===== config.mk =====
export PLATFORM = sky130hd
export DESIGN_NAME = serial_addsub_pw
export DESIGN_NICKNAME = d
export VERILOG_FILES = /design/src/rtl/serial_addsub_pw.sv
export SDC_FILE = /design/constraint.sdc
export NUM_CORES = 1
export LEC_CHECK = 0
export CORE_ASPECT_RATIO = 1.1
export CORE_MARGIN = 2
export CORE_UTILIZATION = 39
export DETAILED_ROUTE_END_ITERATION = 10
export MAX_ROUTING_LAYER = met4
export SYNTH_ARGS = -nofsm -noshare
export SYNTH_HDL_FRONTEND = slang
export SYNTH_SLANG_ARGS = --single-unit

===== constraint.sdc =====
create_clock -name clk -period 1.79 [get_ports clk]
set_input_delay 0.2685 -clock clk [delete_from_list [all_inputs] [get_ports clk]]
set_output_delay 0.2685 -clock clk [all_outputs]
set_load 0.005 [all_outputs]

===== src/rtl/serial_addsub_pw.sv =====
`default_nettype none
// ============================================================================
// serial_addsub_pw : digit-serial add/subtract (DIGIT bits per clock) with
// start/busy/done handshake. Optional clamp-on-overflow via SERADD_SAT_EN.
// Rev 1.0
// ============================================================================
module serial_addsub_pw #(
  parameter int WIDTH = 32,
  parameter int DIGIT = 1
) (
  input  logic             clk,
  input  logic             rst,
  input  logic             start,
  input  logic [WIDTH-1:0] a,
  input  logic [WIDTH-1:0] b,
  input  logic             sub,
  input  logic             cin,
  input  logic             sat,
  output logic             busy,
  output logic             done,
  output logic [WIDTH-1:0] sum,
  output logic             cout,
  output logic             ovf
);

  localparam int N  = WIDTH / DIGIT;
  localparam int CW = $clog2(N) + 1;

  generate
    if ((WIDTH % DIGIT) != 0 || WIDTH < 2) begin : g_cfg_err
      $error("serial_addsub_pw: WIDTH must be >= 2 and a multiple of DIGIT");
    end
  endgenerate

  typedef enum logic [0:0] {
    IDLE = 1'b0,
    RUN  = 1'b1
  } state_t;

  state_t           state_q, state_d;
  logic [WIDTH-1:0] a_sh_q, a_sh_d, b_sh_q, b_sh_d;
  logic [WIDTH-1:0] res_q, res_d, sum_q, sum_d;
  logic             carry_q, carry_d, cout_q, cout_d, ovf_q, ovf_d;
  logic             done_q, done_d, sat_q, sat_d;
  logic [CW-1:0]    cnt_q, cnt_d;

  logic [DIGIT:0]       w_dsum;
  logic [WIDTH+DIGIT-1:0] w_res_cat;
  logic [WIDTH-1:0]     w_res_next, w_result;
  logic                 w_last, w_cmsb, w_ovf;

  always_comb begin
    w_dsum     = {1'b0, a_sh_q[DIGIT-1:0]} + {1'b0, b_sh_q[DIGIT-1:0]}
               + {{DIGIT{1'b0}}, carry_q};
    w_res_cat  = {w_dsum[DIGIT-1:0], res_q};
    w_res_next = WIDTH'(w_res_cat >> DIGIT);
    w_last     = (cnt_q == CW'(N - 1));
    // On the final digit the top bits of the shifters are the operand MSBs,
    // so the carry into the MSB falls out of the sum bit's XOR identity.
    w_cmsb     = a_sh_q[DIGIT-1] ^ b_sh_q[DIGIT-1] ^ w_dsum[DIGIT-1];
    w_ovf      = w_cmsb ^ w_dsum[DIGIT];
`ifdef SERADD_SAT_EN
    if (sat_q && w_ovf) begin
      w_result = a_sh_q[DIGIT-1] ? {1'b1, {(WIDTH-1){1'b0}}}
                                 : {1'b0, {(WIDTH-1){1'b1}}};
    end else begin
      w_result = w_res_next;
    end
`else
    w_result = w_res_next;
`endif
  end

`ifndef SERADD_SAT_EN
  logic unused_sat_q;
  assign unused_sat_q = sat_q;
`endif

  always_comb begin
    state_d = state_q;
    a_sh_d  = a_sh_q;
    b_sh_d  = b_sh_q;
    res_d   = res_q;
    carry_d = carry_q;
    cnt_d   = cnt_q;
    sat_d   = sat_q;
    sum_d   = sum_q;
    cout_d  = cout_q;
    ovf_d   = ovf_q;
    done_d  = 1'b0;
    case (state_q)
      IDLE: begin
        if (start) begin
          a_sh_d  = a;
          b_sh_d  = sub ? ~b : b;
          carry_d = sub ? 1'b1 : cin;
          sat_d   = sat;
          cnt_d   = '0;
          res_d   = '0;
          state_d = RUN;
        end
      end
      RUN: begin
        a_sh_d  = a_sh_q >> DIGIT;
        b_sh_d  = b_sh_q >> DIGIT;
        res_d   = w_res_next;
        carry_d = w_dsum[DIGIT];
        cnt_d   = cnt_q + CW'(1);
        if (w_last) begin
          sum_d   = w_result;
          cout_d  = w_dsum[DIGIT];
          ovf_d   = w_ovf;
          done_d  = 1'b1;
          state_d = IDLE;
        end
      end
      default: state_d = IDLE;
    endcase
  end

  always_ff @(posedge clk) begin
    if (rst) begin
      state_q <= IDLE;
      a_sh_q  <= '0;
      b_sh_q  <= '0;
      res_q   <= '0;
      carry_q <= 1'b0;
      cnt_q   <= '0;
      sat_q   <= 1'b0;
      sum_q   <= '0;
      cout_q  <= 1'b0;
      ovf_q   <= 1'b0;
      done_q  <= 1'b0;
    end else begin
      state_q <= state_d;
      a_sh_q  <= a_sh_d;
      b_sh_q  <= b_sh_d;
      res_q   <= res_d;
      carry_q <= carry_d;
      cnt_q   <= cnt_d;
      sat_q   <= sat_d;
      sum_q   <= sum_d;
      cout_q  <= cout_d;
      ovf_q   <= ovf_d;
      done_q  <= done_d;
    end
  end

  assign busy = (state_q == RUN);
  assign done = done_q;
  assign sum  = sum_q;
  assign cout = cout_q;
  assign ovf  = ovf_q;

endmodule
`default_nettype wire


==> summary.md <==
The worst hold path terminates at b_sh_q[1]$_SDFFE_PP0P_. Cell class contributing the biggest share of worst-path delay: buffers and inverters. The number of port buffers is 104, and the pin count of the biggest net entering global routing is 137. The maximum count of clock buffers along a single path came out at 2. In the layout the commonest cells are sky130_fd_sc_hd__dfxtp_1 (137), sky130_fd_sc_hd__nor2_1 (132), sky130_fd_sc_hd__clkdlybuf4s50_1 (101). The logs give 0 for the initial antenna violation count and 839 for the post-layout net count. The mux share of post-synthesis cell area works out to 10.8%. After floorplanning, the core was sized to cover 0.0157 sq mm. The tools report the max-capacitance violation count as 0. The hold path depth is 3, and the total global-route track usage is 16.6%. Summed over all cells, the static leakage comes to 2.90 nW. The count of fill cells added during filler insertion was 1,505. For this block, the routed nets add up to 13,500 um of wire. The logs give 36 for the number of distinct library cells after synthesis and 4 for the first-pass iteration count of the detailed router.

The slew at the pin with the worst max-slew slack is 0.922 ns. The logs give 5,038 for the via total after detailed routing and 0 for the count of warnings emitted by yosys. The peak fanout along the critical path is 7. After clock tree synthesis, the repair step resized 0 gates. The number of vias per cell after detailed routing works out to 5.14.

Synthesis produced a netlist with a net count of 768. Routability-driven placement finished with a final weighted congestion of 0.719. The finished layout holds 980 standard cells, fillers aside. Counting flops and latches in the post-synthesis netlist gives 138.

For the total chip power, the log shows 7.72 mW. Measured against its own limit, the worst slew margin works out to 38.5%. The time the worst path needs with I/O delays and setup came out at 1.61 ns. Summed over all failing endpoints, the final setup total negative slack is 0 ns.

Summing the areas of all compound-gate instances in the mapped netlist gives 16.9% of the synthesized area. The tools report the final hold violation count as 0. Across all register-to-register paths, the minimum setup slack is 0.26 ns. The tree built by TritonCTS fans out to 138 sinks. The share of the core filled with cells in the final layout was 51.0%; the adder-cell area share of the yosys netlist was 0.516%. By area, the combinational part of the netlist is dominated by simple AND/OR/NAND/NOR gates.

The fraction of final layout cells with drive strength greater than 1 came out at 12.4%. Post-CTS timing repair inserted 0 buffers for setup. The tools report the launching point of the worst reg2reg path as busy$_SDFF_PP0_.

Fraction of the mapped netlist area in simple logic gates: 17.6%. The final cycle utilization of the critical path was 89.9%. The classification of the worst-slack hold path was in2reg. The cell count after synthesis came out at 696. Kind of end point of the critical path: a primary output. Setup repair after global routing left no endpoint under its margin.

The number of inserted diodes is 0. The overall die width was 125 um. The worst min-delay path startpoint was start. The run gives 433 as the DRC violation total after the first TritonRoute iteration. The first global-routing pass estimated 22,600 um of wire.

The total overflow reported by the global router came out at 0. The cell at the root of the clock tree was sky130_fd_sc_hd__clkbuf_16. The cell count of the worst reg-to-reg path is 4. The final max-slew violation count came out at 0.

TritonCTS built the clock tree. The logs give 4,831 for the number of global-route vias before repair and 0 for the number of setup violations in the final report. The critical path's largest stage delay was 0.55 ns.

The wire-length estimate of the detail-placed layout is 8780 um. The synthesized netlist devotes 4.87% of its cell area to XOR and XNOR gates. STA puts the critical path data arrival time at 1.34 ns. The initial cell density of the core was 40.0%. The logs give 948 for the placed cell count and 4 for the H-tree depth reported by CTS. The worst path buffer plus inverter count is 1, and the worst hold slack after final layout is 0.375 ns.

The run finished with clean final reports. The synthesized area per cell was 9.05 sq um. In this run the core area contains 48 standard-cell rows. For the critical path data required time, the log shows 1.52 ns. In this run the critical register-to-register path is captured at cnt_q[5]$_SDFFE_PP0P_. Walking the worst path, the cells encountered are clkdlybuf4s50_1. For this design the top-level I/O count stands at 106.

In this run, CTS created clock tree buffers numbering 17. The worst setup path is of the reg2out kind. After clock tree synthesis, the clock-pin slew on the worst setup and hold paths is 0.06 ns. From synthesis to final layout, the design area changed by 27.5%. The count of nets left with antenna violations once routing finished came out at 0. The final routed wire length divided by cell count is 13.7 um. For this design, the CTS-stage hold fixing added 0 buffers. The cell area that synthesis handed to floorplanning was 0.00630 sq mm. The total power per unit cell area is 962 mW/mm^2. The library cell used most frequently in the layout, excluding fill and tap cells, is sky130_fd_sc_hd__dfxtp_1.

For this run, design rule violations remaining after detail routing come to 0. At the later pin of the worst-skew pair, clock insertion delay measures 0.42 ns. The die height was 137 um; the full die area was 0.0172 sq mm.

The logs give 0.000759 V for the worst IR drop on VDD and 43.9% for the sequential area share after synthesis. The run gives 622 MHz as the highest clock rate. Clock skew on the completed layout was measured at 0.00663 ns.

The worst setup path is launched from a flip-flop. Cell with the largest stage delay on the worst path: sky130_fd_sc_hd__clkdlybuf4s50_1.
[state kept, by name, indices dropped and copies added (netlist names)]
register,count
b_sh_q,32
cout,1
busy,1
ovf,1
a_sh_q,32
res_q,31
sum,32
done,1
cnt_q,6
carry_q,1
[logic make-up (layout without fill, tap and decap cells)]
| group | Yosys count | after routing |
|---|---|---|
| fa+ha+maj | 2 | 2 |
| compound gates | 144 | 144 |
| xor+xnor | 35 | 35 |
| buf+inv | 69 | 153 |
| mux | 64 | 64 |
| flops | 138 | 138 |
| simple gates | 244 | 244 |
[power breakdown]
part	internal (mW)	total, mW	switching [mW]
clock network	2.43	3.66	1.22
logic	0.408	0.808	0.399
registers	3.19	3.26	0.0635
[cell type report]
type | count | area (sq um) | area share, %
timing repair buffer | 119 | 1190 | 14.9
sequential | 138 | 2770 | 34.4
clock inverter | 8 | 140 | 1.75
inverter | 2 | 7.51 | 0.0935
clock buffer | 24 | 482 | 6.00
multi-input combinational | 489 | 3190 | 39.7
tap | 200 | 250 | 3.12
[stage by stage]
step	setup WS [ns]	cell area [sq um]
after floorplan	0.383	6300
after global placement	0.269	7410
after detailed placement	0.238	7410
after CTS	0.160	8030
after global routing	0.143	8030
final	0.181	8030
[per-layer routing]
metal  vias to the layer above  wire (um)  GRT usage [%]  part of all wire [%]
met5                         -          0              -                     0
met4                         0        142           6.30                   1.1
met3                        10        636           3.96                   4.7
met2                       110       6680           27.5                    50
met1                      2369       6010           19.6                    45
li1                       2549          -              -                     -
[synth_stat cells]
library cell	number	area [sq um]
sky130_fd_sc_hd__o221ai_1	1	8.76
sky130_fd_sc_hd__o21ai_1	20	100
sky130_fd_sc_hd__and2_1	1	6.26
sky130_fd_sc_hd__nor2_1	132	495
sky130_fd_sc_hd__inv_2	1	3.75
sky130_fd_sc_hd__nand2_1	34	128
sky130_fd_sc_hd__buf_6	4	45.0
sky130_fd_sc_hd__a31oi_1	1	6.26
sky130_fd_sc_hd__and4b_1	1	10.0
sky130_fd_sc_hd__a211oi_1	3	22.5
sky130_fd_sc_hd__or3_1	1	6.26
sky130_fd_sc_hd__nor3_1	4	20.0
sky130_fd_sc_hd__or2_1	1	6.26
sky130_fd_sc_hd__nand4_1	1	6.26
sky130_fd_sc_hd__buf_4	8	60.1
sky130_fd_sc_hd__xnor2_1	4	35.0
sky130_fd_sc_hd__mux2i_1	33	330
sky130_fd_sc_hd__nor3b_1	32	240
sky130_fd_sc_hd__o32ai_2	28	455
sky130_fd_sc_hd__mux2_1	11	124
sky130_fd_sc_hd__o21ai_0	15	75.1
sky130_fd_sc_hd__buf_2	22	110
sky130_fd_sc_hd__fa_1	1	20.0
sky130_fd_sc_hd__nor2b_1	1	6.26
sky130_fd_sc_hd__clkbuf_1	27	101
sky130_fd_sc_hd__xor2_1	31	272
sky130_fd_sc_hd__mux2_2	20	225
sky130_fd_sc_hd__dfxtp_1	138	2760
sky130_fd_sc_hd__buf_1	6	22.5
sky130_fd_sc_hd__ha_1	1	12.5
sky130_fd_sc_hd__a21oi_1	72	360
sky130_fd_sc_hd__nand4b_1	1	8.76
sky130_fd_sc_hd__a211o_1	1	8.76
sky130_fd_sc_hd__o32ai_1	3	26.3
sky130_fd_sc_hd__nand3_1	35	175
sky130_fd_sc_hd__inv_1	1	3.75
[worst max-delay path by stage]
stage,from,to,cells past startpoint
after CTS,busy$_SDFF_PP0_,busy,1
after global placement,start,res_q[11]$_SDFFE_PP0P_,6
after global routing,busy$_SDFF_PP0_,cnt_q[5]$_SDFFE_PP0P_,4
final,busy$_SDFF_PP0_,busy,1
after floorplan,a_sh_q[0]$_SDFFE_PP0P_,ovf$_SDFFE_PP0P_,4
after detailed placement,start,res_q[15]$_SDFFE_PP0P_,6
(Power assumes the default switching activity.)
